`config.mk`:
```
export PLATFORM = sky130hd
export DESIGN_NAME = dadda_mult_pipe_flat
export DESIGN_NICKNAME = d
export VERILOG_FILES = /design/src/rtl/dadda_mult_pkg.sv /design/src/rtl/dadda_mult_pipe_if.sv /design/src/rtl/dadda_csa_tree.sv /design/src/rtl/dadda_mult_pipe.sv /design/src/flat_wrapper.sv
export SDC_FILE = /design/constraint.sdc
export NUM_CORES = 1
export LEC_CHECK = 0
export BUFFER_PORTS_ARGS = -buffer_cell sky130_fd_sc_hd__buf_2
export CAP_MARGIN = 0
export CORE_MARGIN = 4
export CORE_UTILIZATION = 40
export CTS_BUF_LIST = sky130_fd_sc_hd__clkbuf_4
export DETAILED_ROUTE_END_ITERATION = 7
export GPL_TIMING_DRIVEN = 0
export HOLD_SLACK_MARGIN = 0.15
export PLACE_DENSITY = 0.65
export SYNTH_ARGS = -nofsm -noshare
export SYNTH_HDL_FRONTEND = slang
export SYNTH_SLANG_ARGS = --single-unit
export TNS_END_PERCENT = 50
```
`constraint.sdc`:
```
create_clock -name clk -period 2.1 [get_ports clk]
set_input_delay 0.42 -clock clk [delete_from_list [all_inputs] [get_ports clk]]
set_output_delay 0.42 -clock clk [all_outputs]
set_load 0.005 [all_outputs]
```
`src/rtl/dadda_mult_pkg.sv`:
```
// Shared elaboration helpers for the pipelined Dadda multiplier: reduction heights,
// stage count, Baugh-Wooley correction constant and the adder cells used by the tree.
package dadda_mult_pkg;

  // Dadda height sequence, k = 1 -> 2, 3, 4, 6, 9, 13, 19, 28, 42 ...
  function automatic int dadda_height(input int k);
    int d;
    d = 2;
    for (int i = 1; i < k; i++) d = (d * 3) / 2;
    return d;
  endfunction

  // Number of reduction stages needed to bring a WIDTH-high matrix down to two rows.
  function automatic int dadda_stages(input int width);
    int n;
    n = 0;
    while (dadda_height(n + 1) < width) n++;
    return n;
  endfunction

  // Baugh-Wooley correction bits: one in column WIDTH, one in column 2*WIDTH-1.
  function automatic logic [63:0] bw_const(input int width);
    return (64'd1 << width) | (64'd1 << (2 * width - 1));
  endfunction

  // Full adder {carry, sum}; self-dual, so it serves unchanged on inverted operands.
  function automatic logic [1:0] full_adder(input logic x, input logic y, input logic z);
    return {(x & y) | (x & z) | (y & z), x ^ y ^ z};
  endfunction

  // Half adder on inverted operands returning inverted {carry, sum}.
  function automatic logic [1:0] half_adder_io(input logic xn, input logic yn);
    return {xn | yn, ~(xn ^ yn)};
  endfunction

endpackage

```
`src/rtl/dadda_mult_pipe_if.sv`:
```
// Operand/result handshake bundle for dadda_mult_pipe.
// With DADDA_MULT_CSA_OUT_EN defined it also carries the carry-save rows result_a/result_b.
interface dadda_mult_pipe_if #(
  parameter int unsigned WIDTH = 8,
  parameter int unsigned TAG_W = 4
) ();
  logic                 in_valid;
  logic                 in_ready;
  logic [WIDTH-1:0]     operand_a;
  logic [WIDTH-1:0]     operand_b;
  logic                 op_signed;
  logic [TAG_W-1:0]     in_tag;
  logic                 out_valid;
  logic                 out_ready;
  logic [2*WIDTH-1:0]   result_final;
  logic [TAG_W-1:0]     out_tag;
`ifdef DADDA_MULT_CSA_OUT_EN
  logic [2*WIDTH-1:0]   result_a;
  logic [2*WIDTH-1:0]   result_b;
`endif

  modport master (
`ifdef DADDA_MULT_CSA_OUT_EN
    input  result_a, result_b,
`endif
    output in_valid, operand_a, operand_b, op_signed, in_tag, out_ready,
    input  in_ready, out_valid, result_final, out_tag
  );

  modport slave (
`ifdef DADDA_MULT_CSA_OUT_EN
    output result_a, result_b,
`endif
    input  in_valid, operand_a, operand_b, op_signed, in_tag, out_ready,
    output in_ready, out_valid, result_final, out_tag
  );
endinterface

```
`src/rtl/dadda_csa_tree.sv`:
```
// Combinational Dadda reduction of the (Baugh-Wooley) partial-product matrix to two rows.
// The matrix is held in inverted (NAND) polarity throughout and restored at the outputs.
module dadda_csa_tree
  import dadda_mult_pkg::*;
#(
  parameter int unsigned WIDTH = 8
) (
  input  logic [WIDTH-1:0]   operand_a,
  input  logic [WIDTH-1:0]   operand_b,
  input  logic               op_signed,
  output logic [2*WIDTH-1:0] row_a,
  output logic [2*WIDTH-1:0] row_b
);
  localparam int          ProdW   = 2 * WIDTH;
  localparam int          HMax    = WIDTH + 2;
  localparam int          Stages  = dadda_stages(WIDTH);
  localparam logic [63:0] BwConst = bw_const(WIDTH);

  logic [HMax-1:0] mat_n [ProdW];
  logic [HMax-1:0] nxt_n [ProdW];
  int              hgt   [ProdW];
  int              nhgt  [ProdW];
  int              idx;
  logic [1:0]      cs;

  always_comb begin
    idx = 0;
    cs  = '0;
    for (int c = 0; c < ProdW; c++) begin
      mat_n[c] = '1;
      nxt_n[c] = '1;
      hgt[c]   = 0;
      nhgt[c]  = 0;
    end
    // Sign-row terms (exactly one index at WIDTH-1) flip when signed; stored inverted.
    for (int i = 0; i < WIDTH; i++) begin
      for (int j = 0; j < WIDTH; j++) begin
        mat_n[i+j][hgt[i+j]] = ~((operand_a[j] & operand_b[i]) ^
                                 (op_signed & ((i == WIDTH - 1) != (j == WIDTH - 1))));
        hgt[i+j]++;
      end
    end
    for (int c = 0; c < ProdW; c++) begin
      if (BwConst[c]) begin
        mat_n[c][hgt[c]] = ~op_signed;
        hgt[c]++;
      end
    end
    for (int s = Stages; s >= 1; s--) begin
      for (int c = 0; c < ProdW; c++) begin
        nxt_n[c] = '1;
        nhgt[c]  = 0;
      end
      for (int c = 0; c < ProdW; c++) begin
        idx = 0;
        for (int k = 0; k < HMax; k++) begin
          if (hgt[c] - idx + nhgt[c] > dadda_height(s)) begin
            if (hgt[c] - idx + nhgt[c] == dadda_height(s) + 1) begin
              cs  = half_adder_io(mat_n[c][idx], mat_n[c][idx+1]);
              idx = idx + 2;
            end else begin
              cs  = full_adder(mat_n[c][idx], mat_n[c][idx+1], mat_n[c][idx+2]);
              idx = idx + 3;
            end
            nxt_n[c][nhgt[c]] = cs[0];
            nhgt[c]++;
            if (c + 1 < ProdW) begin
              nxt_n[c+1][nhgt[c+1]] = cs[1];
              nhgt[c+1]++;
            end
          end
        end
        for (int k = 0; k < HMax; k++) begin
          if (idx + k < hgt[c]) begin
            nxt_n[c][nhgt[c]] = mat_n[c][idx+k];
            nhgt[c]++;
          end
        end
      end
      for (int c = 0; c < ProdW; c++) begin
        mat_n[c] = nxt_n[c];
        hgt[c]   = nhgt[c];
      end
    end
    for (int c = 0; c < ProdW; c++) begin
      row_a[c] = (hgt[c] > 0) ? ~mat_n[c][0] : 1'b0;
      row_b[c] = (hgt[c] > 1) ? ~mat_n[c][1] : 1'b0;
    end
  end

endmodule

```
`src/rtl/dadda_mult_pipe.sv`:
```
// Two-stage pipelined Dadda multiplier: CSA tree into stage 1, carry-propagate add into stage 2.
// Define DADDA_MULT_CSA_OUT_EN to also export the carry-save rows aligned with result_final.
module dadda_mult_pipe
  import dadda_mult_pkg::*;
#(
  parameter int unsigned WIDTH = 8,
  parameter int unsigned TAG_W = 4
) (
  input logic              clk,
  input logic              rst_n,
  dadda_mult_pipe_if.slave bus
);
  localparam int unsigned PROD_W = 2 * WIDTH;

  logic [PROD_W-1:0] row_a, row_b;
  logic              s1_load, s2_load;

  logic              s1_valid_q, s1_valid_d;
  logic [PROD_W-1:0] s1_row_a_q, s1_row_a_d;
  logic [PROD_W-1:0] s1_row_b_q, s1_row_b_d;
  logic [TAG_W-1:0]  s1_tag_q, s1_tag_d;
  logic              s2_valid_q, s2_valid_d;
  logic [PROD_W-1:0] s2_result_q, s2_result_d;
  logic [TAG_W-1:0]  s2_tag_q, s2_tag_d;
`ifdef DADDA_MULT_CSA_OUT_EN
  logic [PROD_W-1:0] s2_row_a_q, s2_row_a_d;
  logic [PROD_W-1:0] s2_row_b_q, s2_row_b_d;
`endif

  dadda_csa_tree #(
    .WIDTH(WIDTH)
  ) u_tree (
    .operand_a(bus.operand_a),
    .operand_b(bus.operand_b),
    .op_signed(bus.op_signed),
    .row_a    (row_a),
    .row_b    (row_b)
  );

  always_comb begin
    s2_load     = !s2_valid_q || bus.out_ready;
    s1_load     = !s1_valid_q || s2_load;
    s1_valid_d  = s1_valid_q;
    s1_row_a_d  = s1_row_a_q;
    s1_row_b_d  = s1_row_b_q;
    s1_tag_d    = s1_tag_q;
    s2_valid_d  = s2_valid_q;
    s2_result_d = s2_result_q;
    s2_tag_d    = s2_tag_q;
`ifdef DADDA_MULT_CSA_OUT_EN
    s2_row_a_d  = s2_row_a_q;
    s2_row_b_d  = s2_row_b_q;
`endif
    if (s1_load) begin
      s1_valid_d = bus.in_valid;
      if (bus.in_valid) begin
        s1_row_a_d = row_a;
        s1_row_b_d = row_b;
        s1_tag_d   = bus.in_tag;
      end
    end
    // An empty stage 1 moving forward leaves a bubble; stale data behind out_valid=0 is harmless.
    if (s2_load) begin
      s2_valid_d = s1_valid_q;
      if (s1_valid_q) begin
        s2_result_d = s1_row_a_q + s1_row_b_q;
        s2_tag_d    = s1_tag_q;
`ifdef DADDA_MULT_CSA_OUT_EN
        s2_row_a_d  = s1_row_a_q;
        s2_row_b_d  = s1_row_b_q;
`endif
      end
    end
  end

  always_ff @(posedge clk or negedge rst_n) begin
    if (!rst_n) begin
      s1_valid_q  <= 1'b0;
      s1_row_a_q  <= '0;
      s1_row_b_q  <= '0;
      s1_tag_q    <= '0;
      s2_valid_q  <= 1'b0;
      s2_result_q <= '0;
      s2_tag_q    <= '0;
`ifdef DADDA_MULT_CSA_OUT_EN
      s2_row_a_q  <= '0;
      s2_row_b_q  <= '0;
`endif
    end else begin
      s1_valid_q  <= s1_valid_d;
      s1_row_a_q  <= s1_row_a_d;
      s1_row_b_q  <= s1_row_b_d;
      s1_tag_q    <= s1_tag_d;
      s2_valid_q  <= s2_valid_d;
      s2_result_q <= s2_result_d;
      s2_tag_q    <= s2_tag_d;
`ifdef DADDA_MULT_CSA_OUT_EN
      s2_row_a_q  <= s2_row_a_d;
      s2_row_b_q  <= s2_row_b_d;
`endif
    end
  end

  assign bus.in_ready     = s1_load;
  assign bus.out_valid    = s2_valid_q;
  assign bus.result_final = s2_result_q;
  assign bus.out_tag      = s2_tag_q;
`ifdef DADDA_MULT_CSA_OUT_EN
  assign bus.result_a     = s2_row_a_q;
  assign bus.result_b     = s2_row_b_q;
`endif

endmodule
```
`src/flat_wrapper.sv`:
```
// flat-port wrapper written by rule: the top's interface ports become plain ports
module dadda_mult_pipe_flat import dadda_mult_pkg::*;
#(
  parameter int unsigned WIDTH = 8,
  parameter int unsigned TAG_W = 4
)
  (clk, rst_n, bus_in_valid, bus_operand_a, bus_operand_b, bus_op_signed, bus_in_tag, bus_out_ready, bus_in_ready, bus_out_valid, bus_result_final, bus_out_tag);
  dadda_mult_pipe_if #(.WIDTH(WIDTH), .TAG_W(TAG_W)) bus_i ();
  input logic clk;
  input logic rst_n;
  input wire logic [$bits(bus_i.in_valid)-1:0] bus_in_valid;
  input wire logic [$bits(bus_i.operand_a)-1:0] bus_operand_a;
  input wire logic [$bits(bus_i.operand_b)-1:0] bus_operand_b;
  input wire logic [$bits(bus_i.op_signed)-1:0] bus_op_signed;
  input wire logic [$bits(bus_i.in_tag)-1:0] bus_in_tag;
  input wire logic [$bits(bus_i.out_ready)-1:0] bus_out_ready;
  output wire logic [$bits(bus_i.in_ready)-1:0] bus_in_ready;
  output wire logic [$bits(bus_i.out_valid)-1:0] bus_out_valid;
  output wire logic [$bits(bus_i.result_final)-1:0] bus_result_final;
  output wire logic [$bits(bus_i.out_tag)-1:0] bus_out_tag;
  assign bus_i.in_valid = bus_in_valid;
  assign bus_i.operand_a = bus_operand_a;
  assign bus_i.operand_b = bus_operand_b;
  assign bus_i.op_signed = bus_op_signed;
  assign bus_i.in_tag = bus_in_tag;
  assign bus_i.out_ready = bus_out_ready;
  assign bus_in_ready = bus_i.in_ready;
  assign bus_out_valid = bus_i.out_valid;
  assign bus_result_final = bus_i.result_final;
  assign bus_out_tag = bus_i.out_tag;
  dadda_mult_pipe #(.WIDTH(WIDTH), .TAG_W(TAG_W)) u_core (.clk(clk), .rst_n(rst_n), .bus(bus_i));
endmodule
```
# Yosys cells after proc, flatten, opt, wreduce, memory -nomap -nowiden
# Cells that the tools add are included.
# word_totals
input_bits	25
word_cells	444
out_inout_bits	22
ff_bits	56
# op_classes
n_reduce_logical	6
addsub	1
bitwise_logic	430
# ops
op	n
$and 1x1->1	172
$xor 1x1->1	92
$not 1->1	88
$or 1x1->1	78
$add 16x15->16	1
$reduce_and 2->1	2
$logic_not 1->1	2
$logic_or 1x1->1	2

# Depth between registers and ports, before layout
# Gate-level depths: netlist of run 1.
# logic_depth
depth_word	16
ltp_mapped	11
ltp_nobuf	10

# Cells and area by module
# Synthesis of run 1 repeated with hierarchy kept, for this count alone.
# hier_totals
cells_unflattened	406
area_unflattened_um2	4282.9
# by_module_without_submodules
mod	area_each_um2	cells_per_inst	instances	seq_area_each_um2
dadda_mult_pipe	2824.0	239	1	1451.4
dadda_csa_tree	1458.9	167	1	0.0

# Worst setup path after synthesis of run 1
# OpenSTA, ideal clock, no wires.
# synth_path
path_type	input to register
from	in bus_op_signed
to	reg u_core.s1_row_b_q[8]
stages	10
n_path_buf	2
setup_time_ps	125
arrival_time_ps	3328
required_time_ps	1975
setup_slack_ps	-1352
path_cell_list	clkbuf_1 buf_2 xnor2_1 fa_1 inv_1 fa_1 fa_1 inv_1 fa_1 mux2_2
# synth_between
elab_chain_cells	12
elab_cells_between_ends	40
cone_classes	bitwise (40)
# synth_lines
element	line_no	rtl
start, declared	flat_wrapper.sv:14	input wire logic [$bits(bus_i.op_signed)-1:0] bus_op_signed;
$xor 1x1->1	dadda_csa_tree.sv:38	mat_n[i+j][hgt[i+j]] = ~((operand_a[j] & operand_b[i]) ^
$not 1->1	dadda_csa_tree.sv:38	
$xor 1x1->1 (2 in series)	dadda_mult_pkg.sv:28	return {(x & y) | (x & z) | (y & z), x ^ y ^ z};
$xor 1x1->1 or $and 1x1->1 (tied branches)	n/a	
$xor 1x1->1 or $or 1x1->1 (tied branches)	dadda_mult_pkg.sv:28	
$and 1x1->1 or $or 1x1->1 (tied branches)	dadda_mult_pkg.sv:28	
$or 1x1->1 or $xor 1x1->1 (tied branches) (2 in series)	dadda_mult_pkg.sv:28	
$xor 1x1->1	dadda_mult_pkg.sv:28	
$xor 1x1->1 *	dadda_mult_pkg.sv:28	
$not 1->1 *	dadda_csa_tree.sv:87	row_b[c] = (hgt[c] > 1) ? ~mat_n[c][1] : 1'b0;
named net u_core.row_b[8]	dadda_mult_pipe.sv:15	logic [PROD_W-1:0] row_a, row_b;
end signal, assigned	dadda_mult_pipe.sv:92	s1_row_b_q <= s1_row_b_d;
end, declared	dadda_mult_pipe.sv:20	logic [PROD_W-1:0] s1_row_b_q, s1_row_b_d;
# The timed path passes the listed nets; every way through them passes the cells marked *.
# A chain may end at the register's enable or synchronous reset.

# Worst setup path in the final report of run 1
# layout_path
from	in bus_operand_a[7]
to	reg u_core.s1_row_b_q[9]
# layout_between
elab_chain_cells	14
elab_cells_between_ends	46
cone_classes	bitwise (46)
# layout_lines
element	line_no	rtl
start, declared	flat_wrapper.sv:12	input wire logic [$bits(bus_i.operand_a)-1:0] bus_operand_a;
$and 1x1->1	dadda_csa_tree.sv:38	
$xor 1x1->1	dadda_csa_tree.sv:38	
$not 1->1	dadda_csa_tree.sv:38	
$xor 1x1->1 or $and 1x1->1 (tied branches)	dadda_mult_pkg.sv:28	
$xor 1x1->1 or $or 1x1->1 (tied branches)	dadda_mult_pkg.sv:28	
$and 1x1->1 or $or 1x1->1 (tied branches)	dadda_mult_pkg.sv:28	
$or 1x1->1 (tied with other cells)	dadda_mult_pkg.sv:28	
$or 1x1->1 or $xor 1x1->1 (tied branches)	dadda_mult_pkg.sv:28	
$and 1x1->1 or $or 1x1->1 (tied branches)	dadda_mult_pkg.sv:28	
$or 1x1->1 or $xor 1x1->1 (tied branches)	n/a	
$or 1x1->1 or $xor 1x1->1 (tied branches)	dadda_mult_pkg.sv:28	
$xor 1x1->1 *	n/a	
$xor 1x1->1 *	dadda_mult_pkg.sv:28	
$not 1->1 *	dadda_csa_tree.sv:87	
named net u_core.row_b[9]	dadda_mult_pipe.sv:15	
# Marked as above.

==> flow_metrics.env, run 1 <==
export IMPL_outcome="finished, violations left"
export IMPL_violations="negative setup slack"
export IMPL_yosysTopAreaCell="dfrtp_1"
export IMPL_arrival_ps=3040
export IMPL_synth_edf_count=0
export IMPL_endpoint_kind="register"
export IMPL_row_count=37
export IMPL_dieArea_um2=12400
export IMPL_gp_congestion=0.913
export IMPL_slew_headroom_pct=65.0
export IMPL_p_leak_nw=2.34
export IMPL_grt_max_degree=57
export IMPL_ys_warnings_count=0
export IMPL_final_cells=623
export IMPL_utilization_pct=48.7
export IMPL_post_route_period_util_pct=131
export IMPL_whs_ps=251
export IMPL_rsz0062_at_grt="yes"
export IMPL_clock_sinks=56
export IMPL_synth_seq_cells=56
export IMPL_synth_fp_nets=510
export IMPL_io_pins=47
export IMPL_rr_worst_depth=8
export IMPL_core_um2=10400
export IMPL_syn_area_um2=4260
export IMPL_ys_seq_area_share_pct=32.9
export IMPL_worstSkewPairLatency_ps=370
export IMPL_vias=3154
export IMPL_critPathRequiredTime_ps=2380
export IMPL_viasPerCell=5.06
export IMPL_syn_avg_cell_area_um2=9.93
export IMPL_timing_rr_start="u_core.s1_row_b_q[1]"
export IMPL_grt_pass1_vias=3268
export IMPL_synth_ff_type="dfrtp_1"
export IMPL_gr_usage_all_layers_pct=15.7
export IMPL_cts_root_buf="clkbuf_4"
export IMPL_first_pass_iters=4
export IMPL_peakVddDrop_v=0.000481
export IMPL_cts_reportedPaths_clkPinSlew_ps=150
export IMPL_clockBufferDepth=2
export IMPL_diodes=0
export IMPL_postSynthCellCount=429
export IMPL_tns_ps=-6210
export IMPL_nets=567
export IMPL_hold_viol=0
export IMPL_die_height_um=111
export IMPL_hold_class="in2reg"
export IMPL_synth_area_leaders="dfrtp_1 (33%), fa_1 (17%), mux2_2 (6.6%)"
export IMPL_ant_nets=0
export IMPL_worstReg2RegEnd="u_core.bus.result_final[15]"
export IMPL_drc=0
export IMPL_drive_gt1_share_pct=28.5
export IMPL_cts_tree="yes"
export IMPL_ys_async_sr_fraction_pct=100
export IMPL_die_w_um=111
export IMPL_min_period_ps=2760
export IMPL_setup_violations=19
export IMPL_syn2layout_area_growth_pct=18.6
export IMPL_maxSlewViolCount=0
export IMPL_htree_levels=2
export IMPL_dp_cells=608
export IMPL_nFillCells=996
export IMPL_finalWorstSetupSlack_ps=-661
export IMPL_wire_per_inst_um=14.8
export IMPL_crit_end="u_core.s1_row_b_q[9]"
export IMPL_worst_slew_pin_slew_ps=525
export IMPL_timing_fmax_ghz=0.362
export IMPL_crit_type="in2reg"
export IMPL_powerDensity_nw_per_um2=980
export IMPL_grt_overflow=0
export IMPL_cp_max_fo=5
export IMPL_antenna_found_initial=0
export IMPL_clock_skew_ps=6.75
export IMPL_initial_core_util_pct=41.1
export IMPL_start_kind="input port"
export IMPL_grt_pass1_wl_mm=16.2
export IMPL_r2r_slack_ps=-60
export IMPL_power_w=0.00495
export IMPL_port_buffers=43
export IMPL_cap_violations=0
export IMPL_ys_types=49
export IMPL_cts_buffers=5
export IMPL_routed_wirelength_mm=9.22
export IMPL_worstSetupStartpoint="bus_operand_a[7]"
export IMPL_drt_initial_drc_count=110
export IMPL_dpl_hpwl_mm=7.30
export IMPL_netlist_area_leader_share_pct=32.9
==> cells by family (layout without fill, tap and decap cells) <==
| logic type | Yosys count | in the layout | share of synthesized area (%) |
|---|---|---|---|
| compound gates | 65 | 65 | 11.0 |
| simple gates | 149 | 149 | 17.1 |
| flops | 56 | 56 | 32.9 |
| fa+ha+maj | 56 | 56 | 22.8 |
| xor+xnor | 17 | 17 | 3.49 |
| mux | 28 | 28 | 7.31 |
| buf+inv | 58 | 116 | 5.43 |
==> placed cells by master (no fill, tap or decap), drive strengths merged, types with 6 or more instances in the layout <==
cell type  synthesis  final
nor2              10     10
a21oi              9      9
xor2               7      7
ha                20     20
dfrtp             56     56
and2              37     37
nand2             71     71
buf                6     54
fa                36     36
o21ai             23     23
nand3              7      7
clkbuf            11     18
nor3               6      6
mux2              25     25
inv               41     41
xnor2             10     10
==> cells in the mapped netlist, types with 2 or more instances <==
library cell  number
xor2_1             7
and2_1            37
a21oi_1            8
clkbuf_1           8
and3_1             2
o31ai_1            2
nand3_1            7
or2_2              2
o31a_1             2
nand3b_1           2
nor3b_1            2
o2111ai_1          3
mux2i_1            3
nand2_1           71
mux2_2            25
dfrtp_1           56
buf_2              5
ha_1              20
o311a_1            3
xnor2_1           10
nor3_1             5
o211ai_1           2
nand2b_1           4
clkbuf_2           3
fa_1              36
nor2_1            10
nand4_1            4
o21ai_0           22
inv_1             41
a211oi_1           3
a21o_1             2
o21a_1             5
==> what timing repair did <==
| item | in CTS | in global routing |
|---|---|---|
| hold buffers | 0 | 1 |
| gates resized for setup | 32 | 12 |
| endpoints found under the hold margin | 0 | 13 |
| setup endpoints to repair | 22 | 25 |
| gates cloned | 0 | 0 |
| pin swaps | 8 | 5 |
| buffers inserted | 3 | 2 |
==> metrics by stage <==
stage,setup slack (ps),cell area (um2)
after floorplan,-998,4380
after global placement,-1140,4770
after detailed placement,-1160,4770
after CTS,-632,4960
after global routing,-699,5050
final,-661,5050
==> final cells by class <==
class / count / area (um2) / area share (%)
tap: 136 / 170 / 3.37
sequential: 56 / 1400 / 27.7
clock buffer: 6 / 45.0 / 0.891
multi-input combinational: 315 / 2770 / 54.9
buffer: 17 / 135 / 2.67
clock inverter: 2 / 35.0 / 0.693
timing repair buffer: 50 / 340 / 6.73
inverter: 41 / 154 / 3.05
==> sequential cells by signal, indices dropped and copies added, names as in the netlist <==
signal                   flops
u_core.s1_row_a_q           16
u_core.s1_tag_q              4
u_core.bus.out_tag           4
u_core.bus.result_final     16
u_core.s1_row_b_q           14
u_core.bus.out_valid         1
u_core.s1_valid_q            1
==> report_power, final <==
| group | internal [W] | switching [W] |
|---|---|---|
| Sequential | 0.00143 | 0.000207 |
| Clock | 0.000263 | 0.000318 |
| Combinational | 0.00125 | 0.00148 |
==> critical path, cell delays in order <==
cell       delay [ps]
clkbuf_16         120
nand2_4            40
xor2_1            170
fa_2              530
inv_2              40
fa_1              470
inv_1              50
fa_1              430
inv_1              80
fa_2              420
mux2_4            270
==> per-layer routing <==
layer | part of all wire (%) | track usage, %
met4 | 1.8 | 4.46
met3 | 4.6 | 2.07
met2 | 47 | 25.6
met5 | 0 | 0
met1 | 47 | 21.9
==> how the worst min path moves through the flow <==
stage                             startpoint                     to  slack, ps  cells past startpoint
after global placement    u_core.s1_tag_q[3]  u_core.bus.out_tag[3]        450                      2
after detailed placement  u_core.s1_tag_q[2]  u_core.bus.out_tag[2]        440                      2
after CTS                       bus_in_valid      u_core.s1_valid_q        250                      2
after global routing            bus_in_valid      u_core.s1_valid_q        240                      2
after floorplan                        rst_n  u_core.bus.out_tag[0]        120                      0
final                           bus_in_valid      u_core.s1_valid_q        250                      2
Power figures use the tool's default switching activity.
==> run 2: changes to the inputs <==
Settings changed: RECOVER_POWER set to 50.
==> run 2 against run 1 <==
Effect of this change:
- the run still ends with negative setup slack left
- routed wire length rose by 0.62%
- non-clock buffer count did not move
- largest cell class unchanged
- first-iteration DRC count fell by 5.5%
- sequential power barely moved
- core utilization fell by 0.13 points
- sequential share of layout area rose by 0.076 points
- cell area fell by 0.27%
- total power barely moved
- critical endpoint unchanged
- highest routed layer unchanged
- critical path depth did not move
- global-route usage did not move
- worst setup slack got worse by 0.62 ps
==> flow_metrics.env, run 2 (synthesis gave the netlist of run 1 again) <==
export IMPL_setup_violations=19
export IMPL_vias=3161
export IMPL_drive_gt1_share_pct=28.3
export IMPL_cts_buffers=5
export IMPL_arrival_ps=3040
export IMPL_cts_tree="yes"
export IMPL_nFillCells=999
export IMPL_routed_wirelength_mm=9.27
export IMPL_clock_sinks=56
export IMPL_drc=0
export IMPL_mostFrequentLayoutCell="nand2_1"
export IMPL_critPathRequiredTime_ps=2380
export IMPL_cap_violations=0
export IMPL_rr_worst_depth=8
export IMPL_grt_max_degree=57
export IMPL_worstSetupStartpoint="bus_operand_a[7]"
export IMPL_core_um2=10400
export IMPL_die_height_um=111
export IMPL_crit_buf_inv=4
export IMPL_antenna_found_initial=0
export IMPL_maxSlewViolCount=0
export IMPL_row_count=37
export IMPL_htree_levels=2
export IMPL_utilization_pct=48.6
export IMPL_worstSkewPairLatency_ps=370
export IMPL_crit_type="in2reg"
export IMPL_finalWorstSetupSlack_ps=-661
export IMPL_gr_usage_all_layers_pct=15.7
export IMPL_crit_end="u_core.s1_row_b_q[9]"
export IMPL_dpl_cell_area_um2=4770
export IMPL_dieArea_um2=12400
export IMPL_crit_cells=11
export IMPL_grt_pass1_wl_mm=16.2
export IMPL_slew_headroom_pct=51.0
export IMPL_nets=567
export IMPL_endpoint_kind="register"
export IMPL_cts_reportedPaths_clkPinSlew_ps=140
export IMPL_dp_slack_ps=-1160
export IMPL_worst_slew_pin_slew_ps=735
export IMPL_first_pass_iters=4
export IMPL_syn2layout_area_growth_pct=18.3
export IMPL_wire_per_inst_um=14.9
export IMPL_critPathSlowestCell="fa_2"
export IMPL_drt_initial_drc_count=104
export IMPL_ant_nets=0
export IMPL_diodes=0
export IMPL_worstReg2RegEnd="u_core.bus.result_final[15]"
export IMPL_io_pins=47
export IMPL_cp_max_fo=5
export IMPL_outcome="finished, violations left"
export IMPL_min_from="bus_in_valid"
export IMPL_dpl_hpwl_mm=7.30
export IMPL_post_route_period_util_pct=131
export IMPL_die_w_um=111
export IMPL_rsz0062_at_grt="yes"
export IMPL_clockBufferDepth=2
export IMPL_p_leak_nw=2.33
export IMPL_powerDensity_nw_per_um2=984
export IMPL_hold_viol=0
export IMPL_timing_rr_start="u_core.s1_row_b_q[1]"
export IMPL_gp_congestion=0.913
export IMPL_seq_area_um2=1400
export IMPL_max_stage_delay_ps=530
export IMPL_crit_family="adder cells"
export IMPL_mostFrequentLayoutCells="nand2_1 (68), dfrtp_1 (56), buf_2 (38)"
export IMPL_initial_core_util_pct=41.1
export IMPL_hold_class="in2reg"
export IMPL_violations="negative setup slack"
export IMPL_port_buffers=43
export IMPL_r2r_slack_ps=-60
export IMPL_grt_pass1_vias=3268
export IMPL_clock_skew_ps=6.13
export IMPL_tns_ps=-6210
export IMPL_min_period_ps=2760
export IMPL_grt_overflow=0
export IMPL_cts_root_buf="clkbuf_4"
export IMPL_viasPerCell=5.07
export IMPL_peakVddDrop_v=0.000481
export IMPL_timing_fmax_ghz=0.362
export IMPL_start_kind="input port"
export IMPL_design_area_um2=5040
export IMPL_path_cells="clkbuf_16 > nand2_4 > xor2_1 > fa_2 > inv_2 > fa_1 > inv_1 > fa_1 > inv_1 > fa_2 > mux2_4"
export IMPL_multi_input_area_um2=2770
[run 2: cell types whose count changed in the layout (fill, tap and decap cells not counted)]
cell and change:
clkbuf_4 +1, buf_2 -1, buf_12 -1, clkbuf_1 +1
[run 2: worst min path at each step]
stage,end,slack (ps),depth (start not counted)
after CTS,u_core.s1_valid_q,250,2
after floorplan,u_core.bus.out_tag[0],120,0
after detailed placement,u_core.bus.out_tag[2],440,2
after global routing,u_core.s1_valid_q,240,2
final,u_core.s1_valid_q,250,2
after global placement,u_core.bus.out_tag[3],450,2
[run 2: where the power goes]
part | switching [W] | internal, W | total (W) | leakage, nW
logic | 0.00149 | 0.00125 | 0.00274 | 1.60
registers | 0.000205 | 0.00143 | 0.00164 | 0.684
clock network | 0.000317 | 0.000263 | 0.000580 | 0.0456
total | 0.00202 | 0.00294 | 0.00496 | 2.33
[run 2: layer usage]
| layer | up-vias | global-route usage, % | wire length, um |
|---|---|---|---|
| li1 | 1542 | - | - |
| met1 | 1529 | 21.9 | 4370 |
| met2 | 79 | 25.6 | 4310 |
| met3 | 11 | 2.07 | 434 |
| met4 | 0 | 4.46 | 165 |
| met5 | - | 0 | 0 |
[run 2: through the flow]
| stage | cells | total power (W) | hold WS, ps |
|---|---|---|---|
| 4_1_cts | 619 | 0.00495 | 247 |
| 3_5_place_dp | 608 | 0.00431 | 445 |
| 5_1_grt | 623 | 0.00541 | 242 |
| 6_report | 623 | 0.00496 | 251 |
| 3_3_place_gp | 608 | 0.00423 | 448 |
| 2_1_floorplan | 429 | 0.00355 | 124 |
[run 2: cell type report]
class / count / share of cell area (%)
Multi-Input combinational cell: 315 / 55.0
Timing Repair Buffer: 50 / 6.48
Sequential cell: 56 / 27.8
Clock inverter: 2 / 0.695
Clock buffer: 6 / 0.894
Tap cell: 136 / 3.38
Inverter: 41 / 3.05
Buffer: 17 / 2.68
[run 2: worst reg2reg max path: stages (launching register included)]
cell and delay, ps:
dfrtp_1 390, ha_1 200, inv_1 80, fa_2 420, nor2b_4 130, o31a_1 290
o221ai_2 170, a2111oi_2 280, nand3b_1 150
[run 2: timing repair]
item | in CTS | in global routing
hold buffers | 0 | 1
hold endpoints to repair | 0 | 13
pin swaps | 8 | 5
setup buffers | 3 | 2
gates resized for setup | 32 | 12
endpoints found under the setup margin | 22 | 25
